`src/rtl/ss_bus_sequencer_pkg.sv`:
```
// Savestate bus sequencer shared definitions: bus/data widths, the parked
// (idle) bus address, the sequencer state encoding and the checksum helper.
package ss_addresses;

    localparam int SS_BUS_WIDTH  = 16;
    localparam int SS_DATA_WIDTH = 32;

    // All ones: no responder decodes this address, so parking here makes
    // every responder see an address change on the next real access.
    localparam logic [SS_BUS_WIDTH-1:0] SS_IDLE_ADDR = {SS_BUS_WIDTH{1'b1}};

    typedef enum logic [2:0] {
        IDLE      = 3'd0,
        SAVE_HOLD = 3'd1,
        SAVE_EMIT = 3'd2,
        LOAD_WAIT = 3'd3,
        LOAD_HOLD = 3'd4,
        FINISH    = 3'd5
    } ss_seq_state_t;

    // Running checksum step: plain 32-bit sum, wrapping mod 2^32.
    function automatic logic [31:0] ss_sum_add(input logic [31:0] acc,
                                               input logic [31:0] word);
        return acc + word;
    endfunction

endpackage

```
`src/rtl/ss_bus_sequencer_if.sv`:
```
// Savestate bus sequencer signal bundle: host save/load streams plus the
// savestate bus itself. master = sequencer, slave = host bridge + responders.
interface ss_bus_sequencer_if;
    import ss_addresses::*;

    logic [SS_DATA_WIDTH-1:0] save_data;
    logic                     save_valid;
    logic                     save_ready;
    logic [SS_DATA_WIDTH-1:0] load_data;
    logic                     load_valid;
    logic                     load_ready;
    logic [SS_BUS_WIDTH-1:0]  bus_addr;
    logic                     bus_wren;
    logic [SS_DATA_WIDTH-1:0] bus_in;
    logic [SS_DATA_WIDTH-1:0] bus_out;

    modport master (
        output save_data, save_valid, input save_ready,
        input  load_data, load_valid, output load_ready,
        output bus_addr, bus_wren, bus_in,
        input  bus_out
    );

    modport slave (
        input  save_data, save_valid, output save_ready,
        output load_data, load_valid, input load_ready,
        input  bus_addr, bus_wren, bus_in,
        output bus_out
    );

endinterface

```
`src/rtl/ss_bus_sequencer_settle_counter.sv`:
```
// Settle counter: after a start pulse, counts CYCLES clock cycles and pulses
// `expired` during the last of them. `running` is high for the whole window.
// A start while running restarts the window.
module ss_settle_counter #(
    parameter int CYCLES = 10
) (
    input  logic clk,
    input  logic reset_n,
    input  logic start,
    output logic expired,
    output logic running
);

    localparam int CW = (CYCLES > 1) ? $clog2(CYCLES) : 1;

    logic [CW-1:0] cnt_q;
    logic          expired_q;
    logic          running_q;

    // Down-counter with a registered pulse flagged one cycle before wrap-out.
    always_ff @(posedge clk) begin
        if (!reset_n) begin
            cnt_q     <= CW'(0);
            expired_q <= 1'b0;
            running_q <= 1'b0;
        end else if (start) begin
            cnt_q     <= CW'(CYCLES - 1);
            running_q <= 1'b1;
            expired_q <= (CYCLES == 1) ? 1'b1 : 1'b0;
        end else if (running_q) begin
            if (cnt_q == CW'(0)) begin
                running_q <= 1'b0;
                expired_q <= 1'b0;
            end else begin
                cnt_q     <= cnt_q - CW'(1);
                expired_q <= (cnt_q == CW'(1));
            end
        end else begin
            expired_q <= 1'b0;
        end
    end

    assign expired = expired_q;
    assign running = running_q;

endmodule

```
`src/rtl/ss_bus_sequencer.sv`:
```
// Savestate bus master. Walks SS_BASE_ADDR .. SS_BASE_ADDR+SS_WORD_COUNT-1,
// holding each address SETTLE_CYCLES cycles. Save: capture bus_out and
// stream it to the host. Load: take a host word, write it with bus_wren held
// for the full window, park the bus at SS_IDLE_ADDR between words.
// Optional feature macro: SS_SEQ_CHECKSUM_EN adds a 32-bit additive checksum
// trailer word in both directions and the checksum_error output.
module ss_bus_sequencer
    import ss_addresses::*;
#(
    parameter int SS_BASE_ADDR  = 0,
    parameter int SS_WORD_COUNT = 16,
    parameter int SETTLE_CYCLES = 10
) (
    input  logic                 clk,
    input  logic                 reset_n,
    input  logic                 start_save,
    input  logic                 start_load,
    output logic                 busy,
    output logic                 done,
    ss_bus_sequencer_if.master   bus
`ifdef SS_SEQ_CHECKSUM_EN
    ,
    output logic                 checksum_error
`endif
);

    localparam int IDX_W = $clog2(SS_WORD_COUNT + 1);
    localparam logic [IDX_W-1:0] LAST_IDX = IDX_W'(SS_WORD_COUNT - 1);

`ifdef SS_SEQ_CHECKSUM_EN
    localparam bit CKSUM_EN = 1'b1;
`else
    localparam bit CKSUM_EN = 1'b0;
`endif

    // Configuration sanity: the walked range must stay below the park address.
    if (SS_WORD_COUNT < 1) begin : g_bad_word_count
        $error("ss_bus_sequencer: SS_WORD_COUNT must be >= 1");
    end
    if (SETTLE_CYCLES < 1) begin : g_bad_settle
        $error("ss_bus_sequencer: SETTLE_CYCLES must be >= 1");
    end
    if (SS_BASE_ADDR + SS_WORD_COUNT >= int'(SS_IDLE_ADDR)) begin : g_bad_range
        $error("ss_bus_sequencer: address range reaches SS_IDLE_ADDR");
    end

    ss_seq_state_t            state_q;
    logic [IDX_W-1:0]         idx_q;
    logic [SS_BUS_WIDTH-1:0]  bus_addr_q;
    logic                     bus_wren_q;
    logic [SS_DATA_WIDTH-1:0] bus_in_q;
    logic [SS_DATA_WIDTH-1:0] save_data_q;
    logic                     save_valid_q;
    logic                     load_ready_q;
    logic                     busy_q;
    logic                     done_q;
    logic [31:0]              sum_q;
    logic                     trailer_q;
`ifdef SS_SEQ_CHECKSUM_EN
    logic                     cks_err_q;
`endif

    logic             save_hs_s;
    logic             load_hs_s;
    logic             last_idx_s;
    logic             settle_start_s;
    logic             settle_exp_s;
    logic             settle_run_s;
    logic             settle_done_s;
    logic [IDX_W-1:0] idx_nxt_s;

    function automatic logic [SS_BUS_WIDTH-1:0] addr_of(input logic [IDX_W-1:0] idx);
        return SS_BUS_WIDTH'(SS_BASE_ADDR) + SS_BUS_WIDTH'(idx);
    endfunction

    ss_settle_counter #(
        .CYCLES (SETTLE_CYCLES)
    ) u_settle (
        .clk     (clk),
        .reset_n (reset_n),
        .start   (settle_start_s),
        .expired (settle_exp_s),
        .running (settle_run_s)
    );

    // Handshake decode and settle-window launch on entry to either HOLD state.
    always_comb begin
        save_hs_s     = save_valid_q & bus.save_ready;
        load_hs_s     = load_ready_q & bus.load_valid;
        last_idx_s    = (idx_q == LAST_IDX);
        idx_nxt_s     = idx_q + IDX_W'(1);
        settle_done_s = settle_exp_s & settle_run_s;
        case (state_q)
            IDLE:      settle_start_s = start_save;
            SAVE_EMIT: settle_start_s = save_hs_s & ~last_idx_s & ~trailer_q;
            LOAD_WAIT: settle_start_s = load_hs_s & ~trailer_q;
            default:   settle_start_s = 1'b0;
        endcase
    end

    // Sequencer FSM with all externally visible outputs registered.
    always_ff @(posedge clk) begin
        if (!reset_n) begin
            state_q      <= IDLE;
            idx_q        <= IDX_W'(0);
            bus_addr_q   <= SS_IDLE_ADDR;
            bus_wren_q   <= 1'b0;
            bus_in_q     <= {SS_DATA_WIDTH{1'b0}};
            save_data_q  <= {SS_DATA_WIDTH{1'b0}};
            save_valid_q <= 1'b0;
            load_ready_q <= 1'b0;
            busy_q       <= 1'b0;
            done_q       <= 1'b0;
            sum_q        <= 32'h0000_0000;
            trailer_q    <= 1'b0;
`ifdef SS_SEQ_CHECKSUM_EN
            cks_err_q    <= 1'b0;
`endif
        end else begin
            done_q <= 1'b0;
            case (state_q)
                IDLE: begin
                    bus_addr_q <= SS_IDLE_ADDR;
                    bus_wren_q <= 1'b0;
                    if (start_save || start_load) begin
                        idx_q     <= IDX_W'(0);
                        busy_q    <= 1'b1;
                        sum_q     <= 32'h0000_0000;
                        trailer_q <= 1'b0;
`ifdef SS_SEQ_CHECKSUM_EN
                        cks_err_q <= 1'b0;
`endif
                    end
                    if (start_save) begin
                        state_q    <= SAVE_HOLD;
                        bus_addr_q <= addr_of(IDX_W'(0));
                    end else if (start_load) begin
                        state_q      <= LOAD_WAIT;
                        load_ready_q <= 1'b1;
                    end
                end
                SAVE_HOLD: begin
                    if (settle_done_s) begin
                        save_data_q  <= bus.bus_out;
                        save_valid_q <= 1'b1;
                        sum_q        <= ss_sum_add(sum_q, bus.bus_out);
                        state_q      <= SAVE_EMIT;
                    end
                end
                SAVE_EMIT: begin
                    if (save_hs_s) begin
                        if (trailer_q || (last_idx_s && !CKSUM_EN)) begin
                            state_q      <= FINISH;
                            done_q       <= 1'b1;
                            busy_q       <= 1'b0;
                            save_valid_q <= 1'b0;
                            bus_addr_q   <= SS_IDLE_ADDR;
                        end else if (last_idx_s) begin
                            // Data done: present the checksum as one more word.
                            save_data_q <= sum_q;
                            trailer_q   <= 1'b1;
                        end else begin
                            idx_q        <= idx_nxt_s;
                            bus_addr_q   <= addr_of(idx_nxt_s);
                            save_valid_q <= 1'b0;
                            state_q      <= SAVE_HOLD;
                        end
                    end
                end
                LOAD_WAIT: begin
                    bus_addr_q <= SS_IDLE_ADDR;
                    if (load_hs_s) begin
                        load_ready_q <= 1'b0;
                        if (trailer_q) begin
`ifdef SS_SEQ_CHECKSUM_EN
                            cks_err_q <= (bus.load_data != sum_q);
`endif
                            state_q <= FINISH;
                            done_q  <= 1'b1;
                            busy_q  <= 1'b0;
                        end else begin
                            // Address, strobe and data go out together.
                            bus_in_q   <= bus.load_data;
                            bus_addr_q <= addr_of(idx_q);
                            bus_wren_q <= 1'b1;
                            sum_q      <= ss_sum_add(sum_q, bus.load_data);
                            state_q    <= LOAD_HOLD;
                        end
                    end
                end
                LOAD_HOLD: begin
                    if (settle_done_s) begin
                        bus_wren_q <= 1'b0;
                        bus_addr_q <= SS_IDLE_ADDR;
                        idx_q      <= idx_nxt_s;
                        if (last_idx_s && !CKSUM_EN) begin
                            state_q <= FINISH;
                            done_q  <= 1'b1;
                            busy_q  <= 1'b0;
                        end else begin
                            if (last_idx_s) begin
                                trailer_q <= 1'b1;
                            end
                            load_ready_q <= 1'b1;
                            state_q      <= LOAD_WAIT;
                        end
                    end
                end
                FINISH: begin
                    bus_addr_q <= SS_IDLE_ADDR;
                    state_q    <= IDLE;
                end
                default: begin
                    state_q <= IDLE;
                end
            endcase
        end
    end

    assign busy           = busy_q;
    assign done           = done_q;
    assign bus.save_data  = save_data_q;
    assign bus.save_valid = save_valid_q;
    assign bus.load_ready = load_ready_q;
    assign bus.bus_addr   = bus_addr_q;
    assign bus.bus_wren   = bus_wren_q;
    assign bus.bus_in     = bus_in_q;
`ifdef SS_SEQ_CHECKSUM_EN
    assign checksum_error = cks_err_q;
`endif

endmodule

```
`src/flat_wrapper.sv`:
```
// flat-port wrapper written by rule: the top's interface ports become plain ports
module ss_bus_sequencer_flat import ss_addresses::*;
#(
    parameter int SS_BASE_ADDR  = 0,
    parameter int SS_WORD_COUNT = 16,
    parameter int SETTLE_CYCLES = 10
)
  (clk, reset_n, start_save, start_load, busy, done, bus_save_data, bus_save_valid, bus_save_ready, bus_load_data, bus_load_valid, bus_load_ready, bus_bus_addr, bus_bus_wren, bus_bus_in, bus_bus_out);
  ss_bus_sequencer_if bus_i ();
  input  logic clk;
  input  logic reset_n;
  input  logic start_save;
  input  logic start_load;
  output logic busy;
  output logic done;
  output wire logic [$bits(bus_i.save_data)-1:0] bus_save_data;
  output wire logic [$bits(bus_i.save_valid)-1:0] bus_save_valid;
  input wire logic [$bits(bus_i.save_ready)-1:0] bus_save_ready;
  input wire logic [$bits(bus_i.load_data)-1:0] bus_load_data;
  input wire logic [$bits(bus_i.load_valid)-1:0] bus_load_valid;
  output wire logic [$bits(bus_i.load_ready)-1:0] bus_load_ready;
  output wire logic [$bits(bus_i.bus_addr)-1:0] bus_bus_addr;
  output wire logic [$bits(bus_i.bus_wren)-1:0] bus_bus_wren;
  output wire logic [$bits(bus_i.bus_in)-1:0] bus_bus_in;
  input wire logic [$bits(bus_i.bus_out)-1:0] bus_bus_out;
  assign bus_save_data = bus_i.save_data;
  assign bus_save_valid = bus_i.save_valid;
  assign bus_i.save_ready = bus_save_ready;
  assign bus_i.load_data = bus_load_data;
  assign bus_i.load_valid = bus_load_valid;
  assign bus_load_ready = bus_i.load_ready;
  assign bus_bus_addr = bus_i.bus_addr;
  assign bus_bus_wren = bus_i.bus_wren;
  assign bus_bus_in = bus_i.bus_in;
  assign bus_i.bus_out = bus_bus_out;
  ss_bus_sequencer #(.SS_BASE_ADDR(SS_BASE_ADDR), .SS_WORD_COUNT(SS_WORD_COUNT), .SETTLE_CYCLES(SETTLE_CYCLES)) u_core (.clk(clk), .reset_n(reset_n), .start_save(start_save), .start_load(start_load), .busy(busy), .done(done), .bus(bus_i));
endmodule
```
`config.mk`:
```
export PLATFORM = sky130hd
export DESIGN_NAME = ss_bus_sequencer_flat
export DESIGN_NICKNAME = d
export VERILOG_FILES = /design/src/rtl/ss_bus_sequencer_pkg.sv /design/src/rtl/ss_bus_sequencer_if.sv /design/src/rtl/ss_bus_sequencer_settle_counter.sv /design/src/rtl/ss_bus_sequencer.sv /design/src/flat_wrapper.sv
export SDC_FILE = /design/constraint.sdc
export NUM_CORES = 1
export LEC_CHECK = 0
export CAP_MARGIN = 5
export CORE_MARGIN = 5
export CORE_UTILIZATION = 45
export CTS_BUF_LIST = sky130_fd_sc_hd__clkbuf_4
export DETAILED_ROUTE_END_ITERATION = 10
export GPL_TIMING_DRIVEN = 0
export HOLD_SLACK_MARGIN = 0.02
export PLACE_DENSITY = 0.89
export SLEW_MARGIN = 20
export SYNTH_ARGS = -nofsm -noshare
export SYNTH_HDL_FRONTEND = slang
export SYNTH_SLANG_ARGS = --single-unit
```
`constraint.sdc`:
```
create_clock -name clk -period 2.7 [get_ports clk]
set_input_delay 0.54 -clock clk [delete_from_list [all_inputs] [get_ports clk]]
set_output_delay 0.54 -clock clk [all_outputs]
set_load 0.005 [all_outputs]
```
# Yosys cells after proc, flatten, opt, wreduce, memory -nomap -nowiden
# Index checks and enable logic that the tools add are counted.
[classes] addsub=4 n_mul=0 div=0 n_lt_le_gt_ge=0 n_eq_ne=25 n_shift=0 mux=77 bitwise_logic=11 reduce_logical=27
[ops] cell="$mux W32" n=8
[ops] cell="$mux W16" n=7
[ops] cell="$pmux W32 S3" n=1
[ops] cell="$pmux W16 S5" n=1
[ops] cell="$add A32 B32 Y32" n=2
[ops] cell="$pmux W32 S2" n=1
[ops] cell="$mux W1" n=33
[ops] cell="$mux W3" n=9
[ops] cell="$mux W5" n=5
[ops] cell="$ne A2 B1 Y1 const B" n=10
[ops] cell="$reduce_and A6 Y1" n=3
[ops] cell="$pmux W3 S5" n=1
[ops] cell="$pmux W5 S3" n=1
[ops] cell="$reduce_and A5 Y1" n=3
[ops] cell="$mux W4" n=3
[ops] cell="$ne A2 B2 Y1 const B" n=6
[ops] cell="$pmux W1 S3" n=4
[ops] cell="$reduce_and A4 Y1" n=3
[ops] cell="$reduce_bool A3 Y1" n=3
[ops] cell="$reduce_and A8 Y1" n=1
[ops] cell="$and A1 B1 Y1" n=6
[ops] cell="$eq A3 B2 Y1 const B" n=2
[ops] cell="$eq A3 B3 Y1 const B" n=2
[ops] cell="$ne A3 B3 Y1 const B" n=2
[ops] cell="18 further kinds" n=27
[word_totals] ff_bits=132 latchBits=0 ramBits=0 rom_bits=0 inputBits=70 out_inout_bits=85 elab_cells=160 memories=0

# Longest topological paths before layout
# Gate-level depths: netlist (run 1).
[logic_depth] ltp_word=7 mapped_depth=10 mapped_depth_nobuf=10

# Cells and area by module
# Synthesis (run 1) repeated with hierarchy kept, for this count alone.
[unflattened] hier_cells=481 area_unflattened_um2=3871.2
[by_module_without_submodules] module="ss_bus_sequencer" n_inst=1 cells_each=450 area_per_inst_um2=3585.9
[by_module_without_submodules] module="ss_settle_counter" n_inst=1 cells_each=31 area_per_inst_um2=285.3

# Least setup slack after synthesis (run 1)
# Ideal clock, no wire load.
[synth_path] path_type="flip-flop to flip-flop" start="reg u_core.idx_q[0]" end="reg u_core.idx_q[4]" setup_ns=0.070 arrival_ns=2.181 t_required_ns=2.630 slack_ns=0.449 stages_incl_launch_ff=10 path_buffers=0 cell_sequence="dfxtp_1 -> ha_1 -> and3_1 -> ha_1 -> nor2_1 -> nor2_1 -> o21a_1 -> or3_1 -> or3_1 -> a21boi_1"
[synth_between] elab_chain_cells=5 elab_cells_between_ends=11 classes_between="add/sub (1); eq/ne (3); mux (5); reduce/logical (2)"
[synth_lines] element="start, declared" line_no="ss_bus_sequencer.sv:48" source="logic [IDX_W-1:0] idx_q;"
[synth_lines] element="start signal, assigned" line_no="ss_bus_sequencer.sv:163" source="idx_q <= idx_nxt_s;"
[synth_lines] element="start signal, assigned" line_no="ss_bus_sequencer.sv:195" source="idx_q <= idx_nxt_s;"
[synth_lines] element="$add A5 B1 Y5" line_no="ss_bus_sequencer.sv:91" source="idx_nxt_s = idx_q + IDX_W'(1);"
[synth_lines] element="$mux W5" line_no="ss_bus_sequencer.sv:158" source="end else if (last_idx_s) begin"
[synth_lines] element="$mux W5" line_no="ss_bus_sequencer.sv:152" source="if (trailer_q || (last_idx_s && !CKSUM_EN)) begin"
[synth_lines] element="$mux W5" line_no="ss_bus_sequencer.sv:151" source="if (save_hs_s) begin"
[synth_lines] element="$pmux W5 S3" line_no="ss_bus_sequencer.sv:121" source="case (state_q)"
# Several ways; a longest one is shown, not always the timed one. The select of a mux whose other input is x is not followed.
# A chain may end at the register's enable or synchronous reset.

# Final worst setup path (run 1)
# Ends and elaborated chain as after synthesis.

==> flow_summary.yaml, run 1 <==
run_status:
  status: "finished, final reports clean"
global_routing:
  grt_start_max_net_pins: 17
  track_usage_pct: 21.6
  grt_pass1_vias: 4139
  gr-total-overflow: 0
  antenna_found_initial: 0
  grt_pass1_wl_um: 19500
synthesis:
  synth_nets: 572
  ys.flop_type: "dfxtp_1"
  synthArstFlopShare_pct: 0
  yosysTopAreaCell: "dfxtp_1"
  synth_top_cells_by_count: "nand2_1, dfxtp_1, a21boi_0, a21boi_1, clkbuf_1"
  synth.cell_area_um2: 3940
  ys_top_cells_by_area: "dfxtp_1, nand2_1, a21boi_0, a21boi_1, clkbuf_1"
  yosys.cell_count.top_type: "nand2_1"
  avgSynthCellArea_um2: 7.90
  yosysWarnings: 0
  synth_edf_count: 0
  synth_seq_cells: 90
  synth.yosys.seq_area_share_pct: 45.8
  synth_cells: 498
  synthDominantCellAreaShare_pct: 45.8
  ys_types: 43
placed_design:
  gp_congestion: 0.897
  place_area_um2: 5600
  place_inst: 759
  numPortBuffers: 153
  dpl.hpwl_um: 9120
sta:
  fmaxAchievable_ghz: 0.388
  setup-violations-final: 0
  drv_slew: 0
  period_needed_ns: 2.58
  relSlewSlack_pct: 60.9
  skew_ns: 0.0257
  final_hold_viol_count: 0
  period_share_pct: 95.5
  rsz0062_at_grt: "no"
  tns_ns: 0
  tightest_slew_ns: 0.586
setup_path:
  start_kind: "register"
  crit_fanout: 7
  cp.arrival_ns: 2.96
  end_kind: "register"
  critical_path_class: "reg -> reg"
  required_ns: 3.08
floorplan:
  dieArea_um2: 10700
  floorplan.initialDensity_pct: 45.6
  io_pins: 155
  row_count: 34
  die_y_um: 104
  die_width_um: 104
  core_um2: 8640
cells_and_area:
  final_util_pct: 66.4
  design_area_um2: 5730
  diodes: 0
  nFillCells: 702
  drive_above_1_share_pct: 5.55
  area_growth_pct: 45.6
  fin_nets: 736
  layout.cells.non_filler: 775
cts:
  clk_pin_slew_ns: 0.16
  insertion_delay_ns: 0.46
  hold_buffers: 0
  cts.sinks: 90
  numCtsBuffers: 9
  cts_buffer_depth: 2
  cts_max_level: 3
  root_buffer: "clkbuf_4"
  cts_resized: 0
  cts_setup_buffers: 0
  tritoncts: "built"
power:
  p_switching_uw: 1190
  power.leakage_uw: 0.00198
  swShare_pct: 34.8
  seqPwrFrac_pct: 44.0
  clkPwrFrac_pct: 20.9
  power.total_uw: 3410
  powerDensity_nw_per_um2: 595
  max-vdd-ir-drop_v: 0.000339
  intPower_uw: 2220
  combPwrFrac_pct: 35.1
route:
  first_iter_violations: 176
  num_vias: 4075
  finalWirelength_um: 11800
  drtPass1Iterations: 4
  drc: 0
  wl_per_cell_um: 15.2
  detail-route-antenna-nets: 0
  viasPerCell: 5.26
hold_path:
  hp-class: "reg -> reg"
run:
  cap_violations: 0
## cell type report
type	instances	area, µm²	area share (%)
plain buffers	46	220	3.84
clock buffers	10	75.1	1.31
clock inverters	6	53.8	0.939
inverters	6	22.5	0.393
multi-input cells	356	1890	33.0
flip-flops and latches	90	1800	31.4
well taps	108	135	2.36
repair buffers	153	1530	26.7
## per-layer routing
metal,vias to the layer above,share of wire (%),global-route usage (%)
li1,1975,-,-
met1,1877,39,24.6
met2,189,48,35.9
met3,34,10,8.21
met4,0,2.9,9.09
met5,-,0,0
## logic make-up after synthesis
| kind of cell | count (synthesis) | share of synthesized area, % |
|---|---|---|
| buffers and inverters | 52 | 6.17 |
| AOI/OAI and AO/OA | 128 | 22.3 |
| and+or+nand+nor | 219 | 23.2 |
| adders and majority gates | 4 | 1.27 |
| muxes | 2 | 0.541 |
| DFF | 90 | 45.8 |
| xor gates and xnor gates | 3 | 0.668 |
## worst paths after layout
kind,from,endpoint,slack [ns],cells after the start
setup reg to reg,u_core.idx_q[0]$_SDFFE_PN0P_,u_core.idx_q[4]$_SDFFE_PN0P_,0.12,9
setup / recovery,u_core.idx_q[0]$_SDFFE_PN0P_,u_core.idx_q[4]$_SDFFE_PN0P_,0.12,9
hold reg to reg,u_core.bus.bus_in[10]$_SDFFE_PN0P_,u_core.bus.bus_in[10]$_SDFFE_PN0P_,0.46,2
hold / removal,u_core.bus.bus_in[10]$_SDFFE_PN0P_,u_core.bus.bus_in[10]$_SDFFE_PN0P_,0.46,2
## cell usage in the layout, fill, tap and decap left out, drive strengths merged, types with 2 or more instances in the layout
cell / n
nand2: 163
clkdlybuf4s50: 153
dfxtp: 90
a21boi: 73
clkbuf: 40
o21ai: 22
nor2: 18
buf: 16
a21oi: 14
inv: 7
nor3: 6
nand3: 6
nand2b: 5
or3: 5
nand3b: 4
o21a: 4
o22ai: 4
ha: 4
and3: 3
and2: 3
clkinv: 3
nand4b: 2
a31oi: 2
xnor2: 2
clkinvlp: 2
## worst max-delay path: stages (launching register included)
cell      delay [ns]
dfxtp_1         0.40
ha_1            0.28
and3_1          0.21
ha_1            0.29
nor2_1          0.16
nor2_1          0.06
o21a_1          0.17
or3_1           0.41
or3_1           0.38
a21boi_1        0.15
## sequential cells by signal, summed over array words and instances (netlist names)
register	flops
u_core.bus.bus_addr	6
u_core.bus.bus_in	32
u_core.bus.bus_wren	1
u_core.bus.load_ready	1
u_core.bus.save_data	32
u_core.bus.save_valid	1
u_core.busy	1
u_core.done	1
u_core.idx_q	5
u_core.state_q	3
u_core.trailer_q	1
u_core.u_settle.cnt_q	4
u_core.u_settle.expired	1
u_core.u_settle.running	1
## per-stage QoR
stage	hold slack, ns	worst slack, ns
after floorplan	0.441	0.449
after global placement	0.440	0.156
after detailed placement	0.446	0.108
after CTS	0.466	0.147
after global routing	0.487	0.0213
final	0.465	0.123
## power groups by stage
stage	Clock, µW	Combinational, µW	Sequential [µW]
finish	712	1200	1500
global route	769	1310	1520
CTS	714	1180	1500
detailed placement	0	1170	1530
global placement	0	1150	1520
floorplan	0	699	1520
(Power assumes the default switching activity.)
==> run 2, diff against run 1 <==
- CTS_CLUSTER_DIAMETER: default -> 30
==> results of run 2 <==
Same layout as run 1: the final DEF is identical, and so are final timing and power.
